### src/rtl/hash_table_pkg.sv
// Shared types for the hash_table request/response path: op encoding, flag bit positions, requester FSM states.
package hash_table_pkg;

   typedef enum logic [1:0] {
      OP_NOP    = 2'b00,
      OP_READ   = 2'b01,
      OP_WRITE  = 2'b10,
      OP_DELETE = 2'b11
   } ht_op_e;

   // Bit positions inside the 4-bit flag/status word
   localparam int FLAG_KEY_PRESENT   = 3;
   localparam int FLAG_NO_ELEMENT    = 2;
   localparam int FLAG_NO_WRITE      = 1;
   localparam int FLAG_NO_DEL_TARGET = 0;

   typedef enum logic [1:0] {
      RUN   = 2'd0,
      DRAIN = 2'd1,
      IDLE  = 2'd2
   } req_state_e;

   function automatic logic is_issuable(input logic [1:0] op);
      return op != OP_NOP;
   endfunction

endpackage

### src/rtl/hash_table_requester_if.sv
// Host-facing command/response bundle of hash_table_requester; master = host, slave = requester.
interface hash_table_requester_if #(
   parameter int KEY_WIDTH  = 2,
   parameter int DATA_WIDTH = 32
);
   logic                  cmd_valid_i;
   logic                  cmd_ready_o;
   logic [1:0]            cmd_op_i;
   logic [KEY_WIDTH-1:0]  cmd_key_i;
   logic [DATA_WIDTH-1:0] cmd_data_i;
   logic                  drain_i;
   logic                  idle_o;
   logic                  rsp_valid_o;
   logic                  rsp_ready_i;
   logic [1:0]            rsp_op_o;
   logic [KEY_WIDTH-1:0]  rsp_key_o;
   logic [DATA_WIDTH-1:0] rsp_data_o;
   logic [3:0]            rsp_status_o;

   modport master (
      output cmd_valid_i, cmd_op_i, cmd_key_i, cmd_data_i, drain_i, rsp_ready_i,
      input  cmd_ready_o, idle_o, rsp_valid_o, rsp_op_o, rsp_key_o, rsp_data_o, rsp_status_o
   );

   modport slave (
      input  cmd_valid_i, cmd_op_i, cmd_key_i, cmd_data_i, drain_i, rsp_ready_i,
      output cmd_ready_o, idle_o, rsp_valid_o, rsp_op_o, rsp_key_o, rsp_data_o, rsp_status_o
   );
endinterface

### src/rtl/ht_rsp_fifo.sv
// First-word-fall-through response FIFO; the head is held in a register so it keeps its last value when empty.
module ht_rsp_fifo #(
   parameter int WIDTH = 42,
   parameter int DEPTH = 4
) (
   input  logic             clk,
   input  logic             reset,
   input  logic             push,
   input  logic [WIDTH-1:0] push_data,
   input  logic             pop,
   output logic             empty,
   output logic [WIDTH-1:0] rd_data
);
   localparam int AW   = $clog2(DEPTH);
   localparam int CNTW = AW + 1;

   logic [WIDTH-1:0] mem [DEPTH];
   logic [AW-1:0]    wr_ptr_reg, rd_ptr_reg, rd_ptr_next;
   logic [CNTW-1:0]  count_reg, count_next;
   logic [WIDTH-1:0] head_reg;
   logic             wr_en, rd_en;

   assign wr_en       = push & ((count_reg != CNTW'(DEPTH)) | pop);
   assign rd_en       = pop & (count_reg != '0);
   assign rd_ptr_next = rd_en ? rd_ptr_reg + AW'(1) : rd_ptr_reg;

   always_comb begin
      count_next = count_reg;
      if (wr_en && !rd_en)
         count_next = count_reg + CNTW'(1);
      else if (!wr_en && rd_en)
         count_next = count_reg - CNTW'(1);
   end

   always_ff @(posedge clk) begin
      if (wr_en)
         mem[wr_ptr_reg] <= push_data;
   end

   // Next head comes from the array, or straight from the write port when that slot is written this cycle
   always_ff @(posedge clk) begin
      if (!reset) begin
         wr_ptr_reg <= '0;
         rd_ptr_reg <= '0;
         count_reg  <= '0;
         head_reg   <= '0;
      end else begin
         if (wr_en)
            wr_ptr_reg <= wr_ptr_reg + AW'(1);
         rd_ptr_reg <= rd_ptr_next;
         count_reg  <= count_next;
         if (count_next != '0)
            head_reg <= (wr_en && (wr_ptr_reg == rd_ptr_next)) ? push_data : mem[rd_ptr_next];
      end
   end

   assign empty   = (count_reg == '0);
   assign rd_data = head_reg;

endmodule

### src/rtl/hash_table_requester.sv
// Issues host commands to hash_table, tracks them through its fixed-latency pipeline and returns in-order responses.
// Optional HT_REQ_CHECK_EN adds a sticky proto_err_o when ht_valid_i disagrees with the tracker.
module hash_table_requester
   import hash_table_pkg::*;
#(
   parameter int KEY_WIDTH    = 2,
   parameter int DATA_WIDTH   = 32,
   parameter int PIPE_LATENCY = 2,
   parameter int RSP_DEPTH    = 4
) (
   input  logic                  clk,
   input  logic                  reset,
   hash_table_requester_if.slave user,
   output logic [KEY_WIDTH-1:0]  ht_key_o,
   output logic [DATA_WIDTH-1:0] ht_data_o,
   output logic [1:0]            ht_op_o,
   output logic                  ht_valid_o,
   output logic                  ht_en_o,
   input  logic                  ht_valid_i,
   input  logic [DATA_WIDTH-1:0] ht_read_data_i,
   input  logic [3:0]            ht_flags_i
`ifdef HT_REQ_CHECK_EN
   ,
   output logic                  proto_err_o
`endif
);
   localparam int CW = $clog2(RSP_DEPTH + 1);
   localparam int EW = 2 + KEY_WIDTH + DATA_WIDTH + 4;

   req_state_e                state_reg, state_next;
   logic [CW-1:0]             credit_reg;
   logic                      en_reg;
   logic [PIPE_LATENCY-1:0]   trk_valid_reg, trk_valid_next;
   logic [1:0]                trk_op_reg  [PIPE_LATENCY];
   logic [1:0]                trk_op_next [PIPE_LATENCY];
   logic [KEY_WIDTH-1:0]      trk_key_reg  [PIPE_LATENCY];
   logic [KEY_WIDTH-1:0]      trk_key_next [PIPE_LATENCY];
   logic                      issue, pop, tail_valid, fifo_empty;
   logic [1:0]                tail_op;
   logic [EW-1:0]             push_data, fifo_rd_data;

   assign user.cmd_ready_o = reset & (state_reg == RUN) & ~user.drain_i & (credit_reg != '0);
   assign issue            = user.cmd_valid_i & user.cmd_ready_o & is_issuable(user.cmd_op_i);

   assign ht_key_o   = reset ? user.cmd_key_i  : '0;
   assign ht_data_o  = reset ? user.cmd_data_i : '0;
   assign ht_op_o    = reset ? user.cmd_op_i   : 2'b00;
   assign ht_valid_o = issue;
   assign ht_en_o    = en_reg;

   // Tracker mirrors the hash_table pipeline; the last slot lines up with ht_valid_i
   for (genvar gi = 0; gi < PIPE_LATENCY; gi++) begin : g_trk
      if (gi == 0) begin : g_head
         assign trk_valid_next[gi] = issue;
         assign trk_op_next[gi]    = user.cmd_op_i;
         assign trk_key_next[gi]   = user.cmd_key_i;
      end else begin : g_shift
         assign trk_valid_next[gi] = trk_valid_reg[gi-1];
         assign trk_op_next[gi]    = trk_op_reg[gi-1];
         assign trk_key_next[gi]   = trk_key_reg[gi-1];
      end
   end

   always_ff @(posedge clk) begin
      if (!reset) begin
         trk_valid_reg <= '0;
         for (int i = 0; i < PIPE_LATENCY; i++) begin
            trk_op_reg[i]  <= 2'b00;
            trk_key_reg[i] <= '0;
         end
         en_reg <= 1'b0;
      end else begin
         trk_valid_reg <= trk_valid_next;
         trk_op_reg    <= trk_op_next;
         trk_key_reg   <= trk_key_next;
         en_reg        <= 1'b1;
      end
   end

   assign tail_valid = trk_valid_reg[PIPE_LATENCY-1];
   assign tail_op    = trk_op_reg[PIPE_LATENCY-1];
   assign push_data  = {tail_op, trk_key_reg[PIPE_LATENCY-1],
                        (tail_op == OP_READ) ? ht_read_data_i : {DATA_WIDTH{1'b0}}, ht_flags_i};
   assign pop        = user.rsp_valid_o & user.rsp_ready_i;

   ht_rsp_fifo #(.WIDTH(EW), .DEPTH(RSP_DEPTH)) u_rsp_fifo (
      .clk       (clk),
      .reset     (reset),
      .push      (tail_valid),
      .push_data (push_data),
      .pop       (pop),
      .empty     (fifo_empty),
      .rd_data   (fifo_rd_data)
   );

   assign user.rsp_valid_o = ~fifo_empty;
   assign {user.rsp_op_o, user.rsp_key_o, user.rsp_data_o, user.rsp_status_o} = fifo_rd_data;

   // A credit is a reserved FIFO slot, so every op in flight is guaranteed somewhere to land
   always_ff @(posedge clk) begin
      if (!reset)
         credit_reg <= CW'(RSP_DEPTH);
      else if (issue && !pop)
         credit_reg <= credit_reg - CW'(1);
      else if (!issue && pop)
         credit_reg <= credit_reg + CW'(1);
   end

   always_comb begin
      state_next = state_reg;
      case (state_reg)
         RUN:     if (user.drain_i) state_next = DRAIN;
         DRAIN:   if ((trk_valid_reg == '0) && fifo_empty) state_next = IDLE;
         IDLE:    if (!user.drain_i) state_next = RUN;
         default: state_next = RUN;
      endcase
   end

   always_ff @(posedge clk) begin
      if (!reset)
         state_reg <= RUN;
      else
         state_reg <= state_next;
   end

   assign user.idle_o = reset & (state_reg == IDLE);

`ifdef HT_REQ_CHECK_EN
   always_ff @(posedge clk) begin
      if (!reset)
         proto_err_o <= 1'b0;
      else if (ht_valid_i != tail_valid)
         proto_err_o <= 1'b1;
   end
`else
   logic unused_ht_valid;
   assign unused_ht_valid = ht_valid_i;
`endif

endmodule
### src/flat_wrapper.sv
// flat-port wrapper written by rule: the top's interface ports become plain ports
module hash_table_requester_flat import hash_table_pkg::*;
#(
   parameter int KEY_WIDTH    = 2,
   parameter int DATA_WIDTH   = 32,
   parameter int PIPE_LATENCY = 2,
   parameter int RSP_DEPTH    = 4
)
  (clk, reset, ht_key_o, ht_data_o, ht_op_o, ht_valid_o, ht_en_o, ht_valid_i, ht_read_data_i, ht_flags_i, user_cmd_valid_i, user_cmd_op_i, user_cmd_key_i, user_cmd_data_i, user_drain_i, user_rsp_ready_i, user_cmd_ready_o, user_idle_o, user_rsp_valid_o, user_rsp_op_o, user_rsp_key_o, user_rsp_data_o, user_rsp_status_o);
  hash_table_requester_if #(.KEY_WIDTH(KEY_WIDTH), .DATA_WIDTH(DATA_WIDTH)) user_i ();
  input  logic clk;
  input  logic reset;
  output logic [KEY_WIDTH-1:0] ht_key_o;
  output logic [DATA_WIDTH-1:0] ht_data_o;
  output logic [1:0] ht_op_o;
  output logic ht_valid_o;
  output logic ht_en_o;
  input  logic ht_valid_i;
  input  logic [DATA_WIDTH-1:0] ht_read_data_i;
  input  logic [3:0] ht_flags_i;
  input wire logic [$bits(user_i.cmd_valid_i)-1:0] user_cmd_valid_i;
  input wire logic [$bits(user_i.cmd_op_i)-1:0] user_cmd_op_i;
  input wire logic [$bits(user_i.cmd_key_i)-1:0] user_cmd_key_i;
  input wire logic [$bits(user_i.cmd_data_i)-1:0] user_cmd_data_i;
  input wire logic [$bits(user_i.drain_i)-1:0] user_drain_i;
  input wire logic [$bits(user_i.rsp_ready_i)-1:0] user_rsp_ready_i;
  output wire logic [$bits(user_i.cmd_ready_o)-1:0] user_cmd_ready_o;
  output wire logic [$bits(user_i.idle_o)-1:0] user_idle_o;
  output wire logic [$bits(user_i.rsp_valid_o)-1:0] user_rsp_valid_o;
  output wire logic [$bits(user_i.rsp_op_o)-1:0] user_rsp_op_o;
  output wire logic [$bits(user_i.rsp_key_o)-1:0] user_rsp_key_o;
  output wire logic [$bits(user_i.rsp_data_o)-1:0] user_rsp_data_o;
  output wire logic [$bits(user_i.rsp_status_o)-1:0] user_rsp_status_o;
  assign user_i.cmd_valid_i = user_cmd_valid_i;
  assign user_i.cmd_op_i = user_cmd_op_i;
  assign user_i.cmd_key_i = user_cmd_key_i;
  assign user_i.cmd_data_i = user_cmd_data_i;
  assign user_i.drain_i = user_drain_i;
  assign user_i.rsp_ready_i = user_rsp_ready_i;
  assign user_cmd_ready_o = user_i.cmd_ready_o;
  assign user_idle_o = user_i.idle_o;
  assign user_rsp_valid_o = user_i.rsp_valid_o;
  assign user_rsp_op_o = user_i.rsp_op_o;
  assign user_rsp_key_o = user_i.rsp_key_o;
  assign user_rsp_data_o = user_i.rsp_data_o;
  assign user_rsp_status_o = user_i.rsp_status_o;
  hash_table_requester #(.KEY_WIDTH(KEY_WIDTH), .DATA_WIDTH(DATA_WIDTH), .PIPE_LATENCY(PIPE_LATENCY), .RSP_DEPTH(RSP_DEPTH)) u_core (.clk(clk), .reset(reset), .user(user_i), .ht_key_o(ht_key_o), .ht_data_o(ht_data_o), .ht_op_o(ht_op_o), .ht_valid_o(ht_valid_o), .ht_en_o(ht_en_o), .ht_valid_i(ht_valid_i), .ht_read_data_i(ht_read_data_i), .ht_flags_i(ht_flags_i));
endmodule
### config.mk
export PLATFORM = sky130hd
export DESIGN_NAME = hash_table_requester_flat
export DESIGN_NICKNAME = d
export VERILOG_FILES = /design/src/rtl/hash_table_pkg.sv /design/src/rtl/hash_table_requester_if.sv /design/src/rtl/ht_rsp_fifo.sv /design/src/rtl/hash_table_requester.sv /design/src/flat_wrapper.sv
export SDC_FILE = /design/constraint.sdc
export NUM_CORES = 1
export LEC_CHECK = 0
export BUFFER_PORTS_ARGS = -buffer_cell sky130_fd_sc_hd__buf_4
export CAP_MARGIN = 15
export CORE_MARGIN = 3
export CORE_UTILIZATION = 38
export CTS_CLUSTER_SIZE = 16
export DETAILED_ROUTE_END_ITERATION = 8
export SETUP_SLACK_MARGIN = 0.3
export SYNTH_ARGS = -nofsm -noshare
export SYNTH_HDL_FRONTEND = slang
export SYNTH_HIERARCHICAL = 1
export SYNTH_SLANG_ARGS = --single-unit
### constraint.sdc
create_clock -name clk -period 5.05 [get_ports clk]
set_clock_uncertainty 0.1 [all_clocks]
set_input_delay 0.2525 -clock clk [delete_from_list [all_inputs] [get_ports clk]]
set_output_delay 0.2525 -clock clk [all_outputs]
set_load 0.01 [all_outputs]
# == Word level (Yosys, flattened, before mapping) ==
# Memory sizes are Yosys's and may differ from the RTL's. A register that Yosys moved wholly into a read port is not among the register bits.
# Cells that the tools add are included.
# W data, S select, Z words.
# word_totals
ram_bits,160
input_bits,78
register_bits,23
n_memories,1
word_cells,72
# classes
n_eq_ne,7
reduce_logical,19
muxes,16
bitwise_logic,12
addsub,6
# mem_list
memory,words,word_bits,read_ports,rd_ports_with_merged_regs,wr,line_no,source
u_core.u_rsp_fifo.mem,4,40,1,1,1,ht_rsp_fifo.sv:17,logic [WIDTH-1:0] mem [DEPTH];
# op_table
operator,n
$mux W32,2
$mux W2,6
$mux W3,4
$and A1 B1 Y1,9
$reduce_bool A3 Y1,3
$add A3 B1 Y3 const B,2
$pmux W2 S3,1
$sub A3 B1 Y3 const B,2
$logic_and A1 B1 Y1,5
$logic_not A1 Y1,5
$add A2 B1 Y2 const B,2
$eq A2 B1 Y1 const B,2
$logic_not A2 Y1,2
$ne A2 B2 Y1 const B,2
$reduce_bool A2 Y1,2
$logic_not A3 Y1,1
$mux W1,3
$ne A3 B3 Y1 const B,1
$reduce_and A3 Y1,1
$eq A2 B2 Y1 const B,1
$ne A2 B1 Y1 const B,1
$not A1 Y1,2
$or A1 B1 Y1,1

# == Depth between registers and ports, before layout ==
# Gate-level depths: netlist of run 1.
# depth
word_depth,10
ltp_mapped,18

# == Hierarchy ==
# The synthesis of run 1 kept the hierarchy.
# by_module_without_submodules
mod,n_inst,area_per_inst_um2,cells_each
ht_rsp_fifo,1,9766.9,794
hash_table_requester,1,1052.3,132

# == Worst setup path after synthesis of run 1 ==
# No wires, ideal clock.
# synth_timing
path_kind,register -> register
start,register u_core.u_rsp_fifo.count_reg[1]
end,"memory u_core/u_rsp_fifo/mem[1][0] (netlist name), enable pin"
stages_incl_launch_ff,13
synth_period_minus_slack_ns,3.349
setup_slack_ns,1.701
arrival_ns,2.847
path_buffers,2
path_cell_list,dfxtp_1 -> inv_1 -> ha_1 -> buf_2 -> nand2b_2 -> inv_2 -> inv_1 -> nand2_1 -> inv_1 -> buf_2 -> nor2b_1 -> a21boi_1 -> and2_1
# synth_between
elab_chain_len,7
elab_cells_between_ends,8
cone_classes,eq/ne (1); mux (2); bitwise (4); reduce/logical (1)
# synth_rtl
item,line_no,source
"start, declared",ht_rsp_fifo.sv:19,"logic [CNTW-1:0] count_reg, count_next;"
"start signal, assigned",ht_rsp_fifo.sv:51,count_reg <= count_next;
$logic_not A3 Y1,ht_rsp_fifo.sv:57,assign empty = (count_reg == '0);
via u_core.fifo_empty,hash_table_requester.sv:38,"logic issue, pop, tail_valid, fifo_empty;"
$not A1 Y1,hash_table_requester.sv:96,assign user.rsp_valid_o = ~fifo_empty;
via user_rsp_valid_o,flat_wrapper.sv:29,output wire logic [$bits(user_i.rsp_valid_o)-1:0] user_rsp_valid_o;
$and A1 B1 Y1,hash_table_requester.sv:84,assign pop = user.rsp_valid_o & user.rsp_ready_i;
via u_core.pop,hash_table_requester.sv:38,
$or A1 B1 Y1,ht_rsp_fifo.sv:23,assign wr_en = push & ((count_reg != CNTW'(DEPTH)) | pop);
$and A1 B1 Y1,ht_rsp_fifo.sv:23,
$mux W1,ht_rsp_fifo.sv:36,if (wr_en)
$mux W1 (not written as such),ht_rsp_fifo.sv:37,mem[wr_ptr_reg] <= push_data;
"end, declared",ht_rsp_fifo.sv:17,
# The timed path passes the listed nets, and every way through them passes these cells.

# == Worst setup path in the final report of run 1 ==
# layout_timing
start,register u_core.u_rsp_fifo.count_reg[1]
end,register u_core.u_rsp_fifo.head_reg[9] (netlist: u_core/u_rsp_fifo/rd_data[9]) (read register of u_core.u_rsp_fifo.mem)
# layout_between
elab_chain_len,10
elab_cells_between_ends,18
cone_classes,add/sub (2); eq/ne (1); mux (3); bitwise (5); reduce/logical (7)
# layout_rtl
item,line_no,source
$logic_not A3 Y1 (*),ht_rsp_fifo.sv:57,
via u_core.fifo_empty,hash_table_requester.sv:38,
$not A1 Y1 (*),hash_table_requester.sv:96,
$and A1 B1 Y1 (*),hash_table_requester.sv:84,
via u_core.pop,hash_table_requester.sv:38,
$or A1 B1 Y1,ht_rsp_fifo.sv:23,
$and A1 B1 Y1,ht_rsp_fifo.sv:23,
$logic_not A1 Y1,ht_rsp_fifo.sv:31,else if (!wr_en && rd_en)
$logic_and A1 B1 Y1,ht_rsp_fifo.sv:31,
$mux W3,ht_rsp_fifo.sv:31,
$mux W3,ht_rsp_fifo.sv:29,if (wr_en && !rd_en)
$reduce_bool A3 Y1,ht_rsp_fifo.sv:52,if (count_next != '0)
"end, declared",ht_rsp_fifo.sv:20,logic [WIDTH-1:0] head_reg;
# The timed path passes the listed nets; every way through them passes the cells marked *.
# A chain may end at the register's enable or synchronous reset.

==> impl_metrics.yaml, run 1 <==
status:
  outcome: "completed"
min_path:
  worstHoldPathCells: 2
  hold_path.class: "input port to flip-flop"
floorplan:
  core_area_um2: 27930
  num_rows: 61
  fp.dieW_um: 174.7
  ioPinCount: 159
  die_h_um: 174.7
  start_util: 0.3873
  die-area_um2: 30530
global_route:
  use_met1: 0.2283
  grt_start_max_net_pins: 111
  grtUsageTotal: 0.1699
  grt_pass1_vias: 7771
  grt_first_pass_wirelength_mm: 41.86
  antenna_found_initial: 0
  use_met2: 0.2899
  met3_usage: 0.02934
  grt-busiest-layer: "met2"
  gr-total-overflow: 0
placement:
  gp_congestion: 0.7418
  numPortBuffers: 157
  dpl.hpwl_mm: 15.62
sta:
  hold_viol_final: 0
  grt_setup_unrepaired: "false"
  slew_headroom: 0.2051
  tns_ns: 0
  period_minus_slack_ns: 3.816
  fmax_ghz: 0.2621
  setup_viol: 0
  tightest_slew_ns: 1.192
  period_share: 0.7556
  drv_slew: 0
pwr:
  p_int_uw: 3340
  power_leakage_uw: 0.004492
  p_clk_frac: 0.412
  power_density_nw_per_um2: 325.0
  p_seq_frac: 0.484
  combPwrFrac: 0.104
  power_uw: 4310
  switchingPower_uw: 969.2
  p_sw_frac: 0.2249
  ir_worst_vdd_mv: 0.1953
setup_path:
  reg2reg_slack_ns: 1.23
  crit_path_max_incr_delay_ns: 0.63
  cpMaxStageDelayCell: "or3_2"
  required_ns: 5.38
  cpMostUsedCell: "inv_1"
  critPathLaunchType: "flip-flop"
  crit_buf_inv: 6
  critPathCapture: "u_core/u_rsp_fifo/rd_data[9]$_SDFFE_PN0P_"
  reg2reg_depth: 14
  cp_max_fo: 31
  cp_num_cells: 14
  endpoint_kind: "flip-flop"
  path_class: "flip-flop to flip-flop"
  reg2reg_to: "u_core/u_rsp_fifo/rd_data[9]$_SDFFE_PN0P_"
  critPathTopFamily: "buffers and inverters"
  crit_arrival_ns: 4.14
  timing.critical_path.cells: "inv_1, ha_1, nand2b_2, inv_2, inv_1, nand2_1, inv_1, inv_1, a221o_1, o211ai_1, or3_2, buf_4, o21ai_0, a31oi_1"
  startpoint: "u_core/u_rsp_fifo/count_reg[1]$_SDFF_PN0_"
  r2r-start: "u_core/u_rsp_fifo/count_reg[1]$_SDFF_PN0_"
routing:
  wl_per_cell_um: 18.32
  num_vias: 7788
  drc: 0
  vias_per_cell: 5.360
  drtAntennaViolNets: 0
  dr.pass1.iters: 5
  initialDrtViolationCount: 433
  wirelength_mm: 26.62
synthesis:
  avgSynthCellArea_um2: 11.68
  synthFlopType: "edfxtp_1"
  ys_types: 50
  syn_nets: 1013
  synth-edff-count: 160
  async_flop_share: 0
  seq_area_frac_synth: 0.5607
  yosysWarnings: 6
  synth_seq_cells: 223
  syn_area_um2: 10820
  syn-instance-count: 926
cts:
  ctsLongestPathBuffers: 3
  cts_resized: 0
  post_cts_buffers: 0
  root_buffer: "clkbuf_16"
  cts_tree: "built"
  cts_buffers: 25
  hold_buffers: 12
  clock_sinks: 223
  clk-insertion-delay-late_ns: 0.51
  clk_pin_slew_ns: 0.06
  htree_levels: 1
cells_and_area:
  largest_reg_flops: 160
  fin_nets: 1145
  filler_cell_count: 2572
  drive_above_1_share: 0.2493
  diodes: 0
  area_growth_syn_to_layout_pct: 22.56
  final_common_cell: "buf_4"
  layout_common_cells: "174 x buf_4, 160 x edfxtp_1, 84 x nand2_1, 83 x and2_1, 81 x o211ai_1"
  regMostFlops: "u_core/u_rsp_fifo/mem"
flow_run:
  cap_violations: 0
Yosys cell counts (all sizes together) (2+ instances only):
| cell | n | area, um^2 |
|---|---|---|
| edfxtp | 160 | 4805 |
| and2 | 87 | 544.3 |
| nand2 | 84 | 315.3 |
| o211ai | 81 | 608.1 |
| dfxtp | 63 | 1261 |
| clkbuf | 61 | 229.0 |
| o21ai | 46 | 234.0 |
| mux2i | 43 | 430.4 |
| a21boi | 42 | 315.3 |
| a31oi | 40 | 250.2 |
| a311o | 39 | 390.4 |
| mux2 | 39 | 439.2 |
| nor3b | 39 | 292.8 |
| buf | 23 | 136.4 |
| inv | 15 | 56.30 |
| ha | 8 | 100.1 |
| a21oi | 6 | 30.03 |
| nor2 | 6 | 22.52 |
| nand2b | 5 | 36.29 |
| nor2b | 5 | 31.28 |
| xnor2 | 5 | 43.79 |
| nor3 | 4 | 20.02 |
| or3 | 3 | 18.77 |
| nand3 | 2 | 10.01 |
| o211a | 2 | 20.02 |
| o41ai | 2 | 17.52 |
power by group through the flow:
stage          combinational [uW]  sequential, uW  clock (uW)
2_1_floorplan                 187            2140           0
3_3_place_gp                  441            2120           0
3_5_place_dp                  448            2120           0
4_1_cts                       456            2090        1820
5_1_grt                       494            2090        1890
6_report                      450            2080        1780
worst min-delay path by stage:
stage / from / endpoint
global route: ht_read_data_i[18] / u_core/u_rsp_fifo/mem[1][22]$_DFFE_PP_
CTS: ht_read_data_i[18] / u_core/u_rsp_fifo/mem[0][22]$_DFFE_PP_
floorplan: reset / u_core/ht_en_o$_DFF_P_
finish: ht_read_data_i[19] / u_core/u_rsp_fifo/mem[3][23]$_DFFE_PP_
detailed placement: ht_flags_i[3] / u_core/u_rsp_fifo/mem[3][3]$_DFFE_PP_
global placement: u_core/trk_op_next[1]$_SDFF_PN0_ / u_core/tail_op[1]$_SDFF_PN0_
layout make-up:
class | count | area [um^2] | share of cell area
timing repair buffer | 189 | 1486 | 0.1121
inverter | 15 | 56.30 | 0.004246
clock inverter | 11 | 125.1 | 0.009436
clock buffer | 33 | 675.6 | 0.05095
sequential | 223 | 6071 | 0.4578
multi-input combinational | 604 | 4373 | 0.3298
tap | 378 | 473.0 | 0.03567
per-layer routing:
metal,vias up,wire length (um)
met2,209,12650
met3,27,1561
met5,-,0
met1,3788,12070
met4,0,349
li1,3764,-
cell families (layout without fill, tap and decap cells):
family,after synthesis,after routing,synth area share
AO/OA/AOI/OAI,267,267,0.1799
buffers and inverters,99,248,0.03897
XOR/XNOR,6,6,0.004857
adder cells (fa/ha/maj),9,9,0.01110
multiplexers,82,82,0.08037
flip-flops,223,223,0.5607
AND/OR/NAND/NOR,240,240,0.1241
stage by stage:
step	instances	util	instance area, um^2	setup WS [ns]	hold slack [ns]
after global placement	1397	0.4417	12340	1.336	0.3680
after detailed placement	1397	0.4417	12340	1.241	0.3694
after CTS	1453	0.4747	13260	1.224	0.01327
after global routing	1453	0.4747	13260	0.8594	0.03305
final	1453	0.4747	13260	1.234	0.02953
after floorplan	926	-	10820	1.701	0.1802
Note: power is estimated with default switching activity, not from simulation.
==> run 2, diff against run 1 <==
- clock period: 5.05 -> 3.43 ns (I/O delays scaled with it)
==> impl_metrics.yaml, run 2 (synthesized netlist as in run 1, its figures left out) <==
status:
  outcome: "completed"
setup_path:
  reg2reg_depth: 15
  cpMaxStageDelayCell: "or3_4"
  crit_arrival_ns: 3.19
  r2r-start: "u_core/u_rsp_fifo/count_reg[1]$_SDFF_PN0_"
  reg2reg_to: "u_core/u_rsp_fifo/rd_data[18]$_SDFFE_PN0P_"
  cp_num_cells: 15
  critPathCapture: "u_core/u_rsp_fifo/rd_data[18]$_SDFFE_PN0P_"
  path_class: "flip-flop to flip-flop"
  crit_buf_inv: 7
  critPathLaunchType: "flip-flop"
  required_ns: 3.72
  crit_path_max_incr_delay_ns: 0.47
  startpoint: "u_core/u_rsp_fifo/count_reg[1]$_SDFF_PN0_"
  reg2reg_slack_ns: 0.53
  timing.critical_path.cells: "inv_1, ha_2, nand2b_2, inv_2, inv_1, nand2_1, inv_4, clkinvlp_4, buf_4, a21oi_1, o22ai_1, or3_4, buf_16, o21ai_0, a31oi_1"
  endpoint_kind: "flip-flop"
  cpMostUsedCell: "inv_1"
  critPathTopFamily: "buffers and inverters"
  cp_max_fo: 40
floorplan:
  fp.dieW_um: 174.7
  die_h_um: 174.7
  num_rows: 61
  die-area_um2: 30530
  start_util: 0.3873
  ioPinCount: 159
  core_area_um2: 27930
cts:
  ctsLongestPathBuffers: 3
  cts_buffers: 26
  htree_levels: 1
  clk-insertion-delay-late_ns: 0.52
  clk_pin_slew_ns: 0.06
  cts_tree: "built"
  root_buffer: "clkbuf_16"
  clock_sinks: 223
pwr:
  ir_worst_vdd_mv: 0.3096
  power_leakage_uw: 0.004752
  p_sw_frac: 0.2325
  combPwrFrac: 0.117
  p_int_uw: 4996
  power_density_nw_per_um2: 468.9
  p_clk_frac: 0.412
  switchingPower_uw: 1513
  p_seq_frac: 0.471
sta:
  period_share: 0.8464
  fin_ws_ns: 0.5269
  slew_headroom: 0.3641
  hold_viol_final: 0
  tns_ns: 0
  fmax_ghz: 0.3445
  drv_slew: 0
  worst_hold_slack_ns: 0.2241
  grt_setup_unrepaired: "true"
  setup_viol: 0
  period_minus_slack_ns: 2.903
  tightest_slew_ns: 0.9538
routing:
  wirelength_mm: 28.16
  num_vias: 8112
  drc: 0
  wl_per_cell_um: 18.75
  initialDrtViolationCount: 512
  dr.pass1.iters: 5
  vias_per_cell: 5.401
  drtAntennaViolNets: 0
cells_and_area:
  fin_nets: 1191
  regMostFlops: "u_core/u_rsp_fifo/mem"
  area_growth_syn_to_layout_pct: 28.31
  drive_above_1_share: 0.2553
  largest_reg_flops: 160
  diodes: 0
  final_util: 0.4970
  final_common_cell: "buf_4"
  layout_common_cells: "177 x buf_4, 160 x edfxtp_1, 84 x nand2_1, 83 x and2_1, 81 x o211ai_1"
global_route:
  grt_pass1_vias: 7992
  grt_first_pass_wirelength_mm: 42.57
  gr-total-overflow: 0
  grtUsageTotal: 0.1710
  grt_start_max_net_pins: 125
  antenna_found_initial: 0
flow_run:
  cap_violations: 0
placement:
  dpl.hpwl_mm: 15.47
  dp_slack_ns: 0.1386
  gp_congestion: 0.7704
  numPortBuffers: 157
min_path:
  hold_path.class: "input port to flip-flop"
-- run 2: routing by layer --
layer / vias up / share of wire / global-route usage
li1: 3870 / - / -
met1: 3948 / 0.44 / 0.2261
met2: 266 / 0.48 / 0.2964
met3: 28 / 0.058 / 0.02586
met4: 0 / 0.014 / 0.04122
met5: - / 0 / 0
-- run 2: worst min path at each step --
stage / start / endpoint / slack [ns] / cells past startpoint
2_1_floorplan: reset / u_core/ht_en_o$_DFF_P_ / 0.1 / 0
3_5_place_dp: ht_flags_i[3] / u_core/u_rsp_fifo/mem[3][3]$_DFFE_PP_ / 0.29 / 1
5_1_grt: reset / u_core/ht_en_o$_DFF_P_ / 0.30 / 2
4_1_cts: user_rsp_ready_i / u_core/u_rsp_fifo/rd_ptr_reg[1]$_SDFF_PN0_ / 0.15 / 6
6_report: user_rsp_ready_i / u_core/credit_reg[2]$_SDFFE_PN1P_ / 0.22 / 5
3_3_place_gp: ht_flags_i[3] / u_core/u_rsp_fifo/mem[3][3]$_DFFE_PP_ / 0.29 / 1
-- run 2: final cells by class --
type | count | area (um^2)
tap | 378 | 473.0
fill | 2525 | 14050
clock buffer | 39 | 730.7
clock inverter | 9 | 98.84
multi-input combinational | 604 | 4393
inverter | 15 | 62.56
sequential | 223 | 6072
timing repair buffer | 234 | 2052
-- run 2: power by group through the flow --
stage / Sequential, uW / Combinational, uW / Clock, uW
global route: 3080 / 822 / 2850
floorplan: 3150 / 275 / 0
finish: 3070 / 759 / 2680
CTS: 3070 / 711 / 2740
detailed placement: 3120 / 665 / 0
global placement: 3120 / 660 / 0
-- run 2: through the flow --
step | total power (uW) | cells | cell area [um^2]
detailed placement | 3787 | 1401 | 12440
global route | 6749 | 1502 | 13880
global placement | 3780 | 1401 | 12440
finish | 6509 | 1502 | 13880
CTS | 6518 | 1493 | 13720
floorplan | 3422 | 926 | 10820
-- run 2: worst min-delay path, stage by stage --
cell	delay [ns]
buf_4	0.11
nand2_1	0.11
ha_1	0.22
o21ai_0	0.11
nand3_1	0.08
-- run 2: timing repair --
item	CTS	global route
setup endpoints to repair	40	40
gates cloned	0	3
pin swaps	0	3
hold buffers	44	0
hold endpoints to repair	157	0
gates resized for setup	2	13
setup buffers	0	6
==> run 3, diff against run 2 <==
- clock period: 3.43 -> 2.9 ns (I/O delays scaled with it)
==> impl_metrics.yaml, run 3 (synthesized netlist as in run 1, its figures left out) <==
floorplan:
  ioPinCount: 159
  die_h_um: 174.7
  fp.dieW_um: 174.7
  core_area_um2: 27930
  die-area_um2: 30530
  num_rows: 61
  start_util: 0.3873
routing:
  vias_per_cell: 5.393
  num_vias: 8294
  wl_per_cell_um: 19.74
  drc: 0
  dr.pass1.iters: 5
  wirelength_mm: 30.36
  drtAntennaViolNets: 0
  initialDrtViolationCount: 517
cells_and_area:
  final_util: 0.5200
  final_common_cell: "buf_4"
  filler_cell_count: 2441
  largest_reg_flops: 160
  seqCellArea_um2: 6078
  drive_above_1_share: 0.3009
  diodes: 0
  area_growth_syn_to_layout_pct: 34.27
  fin_nets: 1228
  multiInputGateArea_um2: 4498
  regMostFlops: "u_core/u_rsp_fifo/mem"
  layout_common_cells: "194 x buf_4, 160 x edfxtp_1, 83 x and2_1, 83 x nand2_1, 81 x o211ai_1"
cts:
  cts_tree: "built"
  ctsLongestPathBuffers: 3
  root_buffer: "clkbuf_16"
  clock_sinks: 223
  htree_levels: 1
  clk-insertion-delay-late_ns: 0.52
  clk_pin_slew_ns: 0.06
  cts_buffers: 25
setup_path:
  crit_buf_inv: 6
  critPathTopFamily: "simple AND/OR/NAND/NOR gates"
  cpMaxStageDelayCell: "or3_4"
  crit_arrival_ns: 2.92
  critPathLaunchType: "flip-flop"
  reg2reg_slack_ns: 0.28
  timing.critical_path.cells: "inv_2, ha_4, nand2b_4, clkinv_4, inv_4, nand2_4, inv_8, nor2b_4, a221oi_2, xnor2_1, or3_4, buf_12, clkbuf_16, o21ai_1, a31oi_1"
  required_ns: 3.20
  endpoint_kind: "flip-flop"
  cp_max_fo: 8
  path_class: "flip-flop to flip-flop"
  crit_path_max_incr_delay_ns: 0.49
global_route:
  grt_first_pass_wirelength_mm: 44.75
  grtUsageTotal: 0.1822
  grt_start_max_net_pins: 95
  grt_pass1_vias: 8258
  antenna_found_initial: 0
  gr-total-overflow: 0
sta:
  slew_headroom: 0.3098
  grt_setup_unrepaired: "true"
  tightest_slew_ns: 1.035
  fmax_ghz: 0.3818
  worst_hold_slack_ns: 0.04698
  drv_slew: 0
  tns_ns: 0
  period_share: 0.9032
  setup_viol: 0
  period_minus_slack_ns: 2.619
  hold_viol_final: 0
placement:
  numPortBuffers: 157
  gp_congestion: 0.7420
  dpl.hpwl_mm: 15.97
pwr:
  power_density_nw_per_um2: 526.8
  power_uw: 7652
  power_leakage_uw: 0.005031
  ir_worst_vdd_mv: 0.3783
status:
  outcome: "completed"
flow_run:
  cap_violations: 0
min_path:
  hold_path.class: "input port to flip-flop"
[run 3: cell types whose count changed in the layout (fill, tap and decap cells not counted), moves of 4 or more]
cell	change
clkinv_1	+5
and2_2	-4
buf_16	+4
buf_4	+17
o21ai_2	+15
o21ai_1	+10
o21ai_0	-25
buf_12	+8
clkbuf_1	-5
and2_4	+4
[run 3: final timing paths]
| path | from | end | depth (start not counted) |
|---|---|---|---|
| worst max-delay path | u_core/u_rsp_fifo/count_reg[0]$_SDFF_PN0_ | u_core/u_rsp_fifo/rd_data[3]$_SDFFE_PN0P_ | 15 |
| worst min-delay path | ht_read_data_i[23] | u_core/u_rsp_fifo/mem[3][27]$_DFFE_PP_ | 2 |
| worst max register to register | u_core/u_rsp_fifo/count_reg[0]$_SDFF_PN0_ | u_core/u_rsp_fifo/rd_data[3]$_SDFFE_PN0P_ | 15 |
| worst min register to register | u_core/trk_op_next[1]$_SDFF_PN0_ | u_core/tail_op[1]$_SDFF_PN0_ | 1 |
[run 3: layer usage]
metal	track usage	share of wire	routed length, um	vias to the layer above
met2	0.3079	0.47	14290	253
met4	0.03125	0.013	394	0
met3	0.02825	0.053	1601	35
li1	-	-	-	3941
met5	0	0	0	-
met1	0.2527	0.46	14080	4065
[run 3: per-stage QoR]
step                      setup WS, ns  instance area [um^2]  std cells
after floorplan                 0.2961                 10940        926
after global placement          0.2048                 12640       1411
after detailed placement        0.1695                 12640       1411
after CTS                       0.2735                 14110       1513
after global routing            0.1844                 14530       1538
final                           0.2807                 14530       1538
[run 3: report_power, final]
part / total (uW) / internal [uW] / switching [uW] / leakage [uW]
combinational: 1070 / 566 / 508 / 0.00267
sequential: 3640 / 3540 / 105 / 0.00199
clock: 2940 / 1720 / 1220 / 0.000371
total: 7650 / 5820 / 1830 / 0.00503
[run 3: layout make-up]
| cell class | instances | share of cell area |
|---|---|---|
| inverter | 15 | 0.005340 |
| clock buffer | 33 | 0.04651 |
| timing repair buffer | 272 | 0.1815 |
| sequential | 223 | 0.4184 |
| tap | 378 | 0.03256 |
| multi-input combinational | 604 | 0.3096 |
| clock inverter | 13 | 0.006029 |
[run 3: worst reg2reg max path, cell delays in order, from the launching register on]
cell and delay, ns:
dfxtp_2 0.32, inv_2 0.08, ha_4 0.15, nand2b_4 0.07, clkinv_4 0.05, inv_4 0.03
nand2_4 0.08, inv_8 0.05, nor2b_4 0.12, a221oi_2 0.29, xnor2_1 0.14, or3_4 0.49
buf_12 0.18, clkbuf_16 0.16, o21ai_1 0.12, a31oi_1 0.06
[run 3: what timing repair did]
action / in CTS / in global routing
cloned: 5 / 8
resized for setup: 13 / 30
setup buffers: 8 / 17
hold buffers: 43 / 0
setup endpoints to repair: 40 / 40
pin swaps: 3 / 20
hold endpoints to repair: 168 / 0
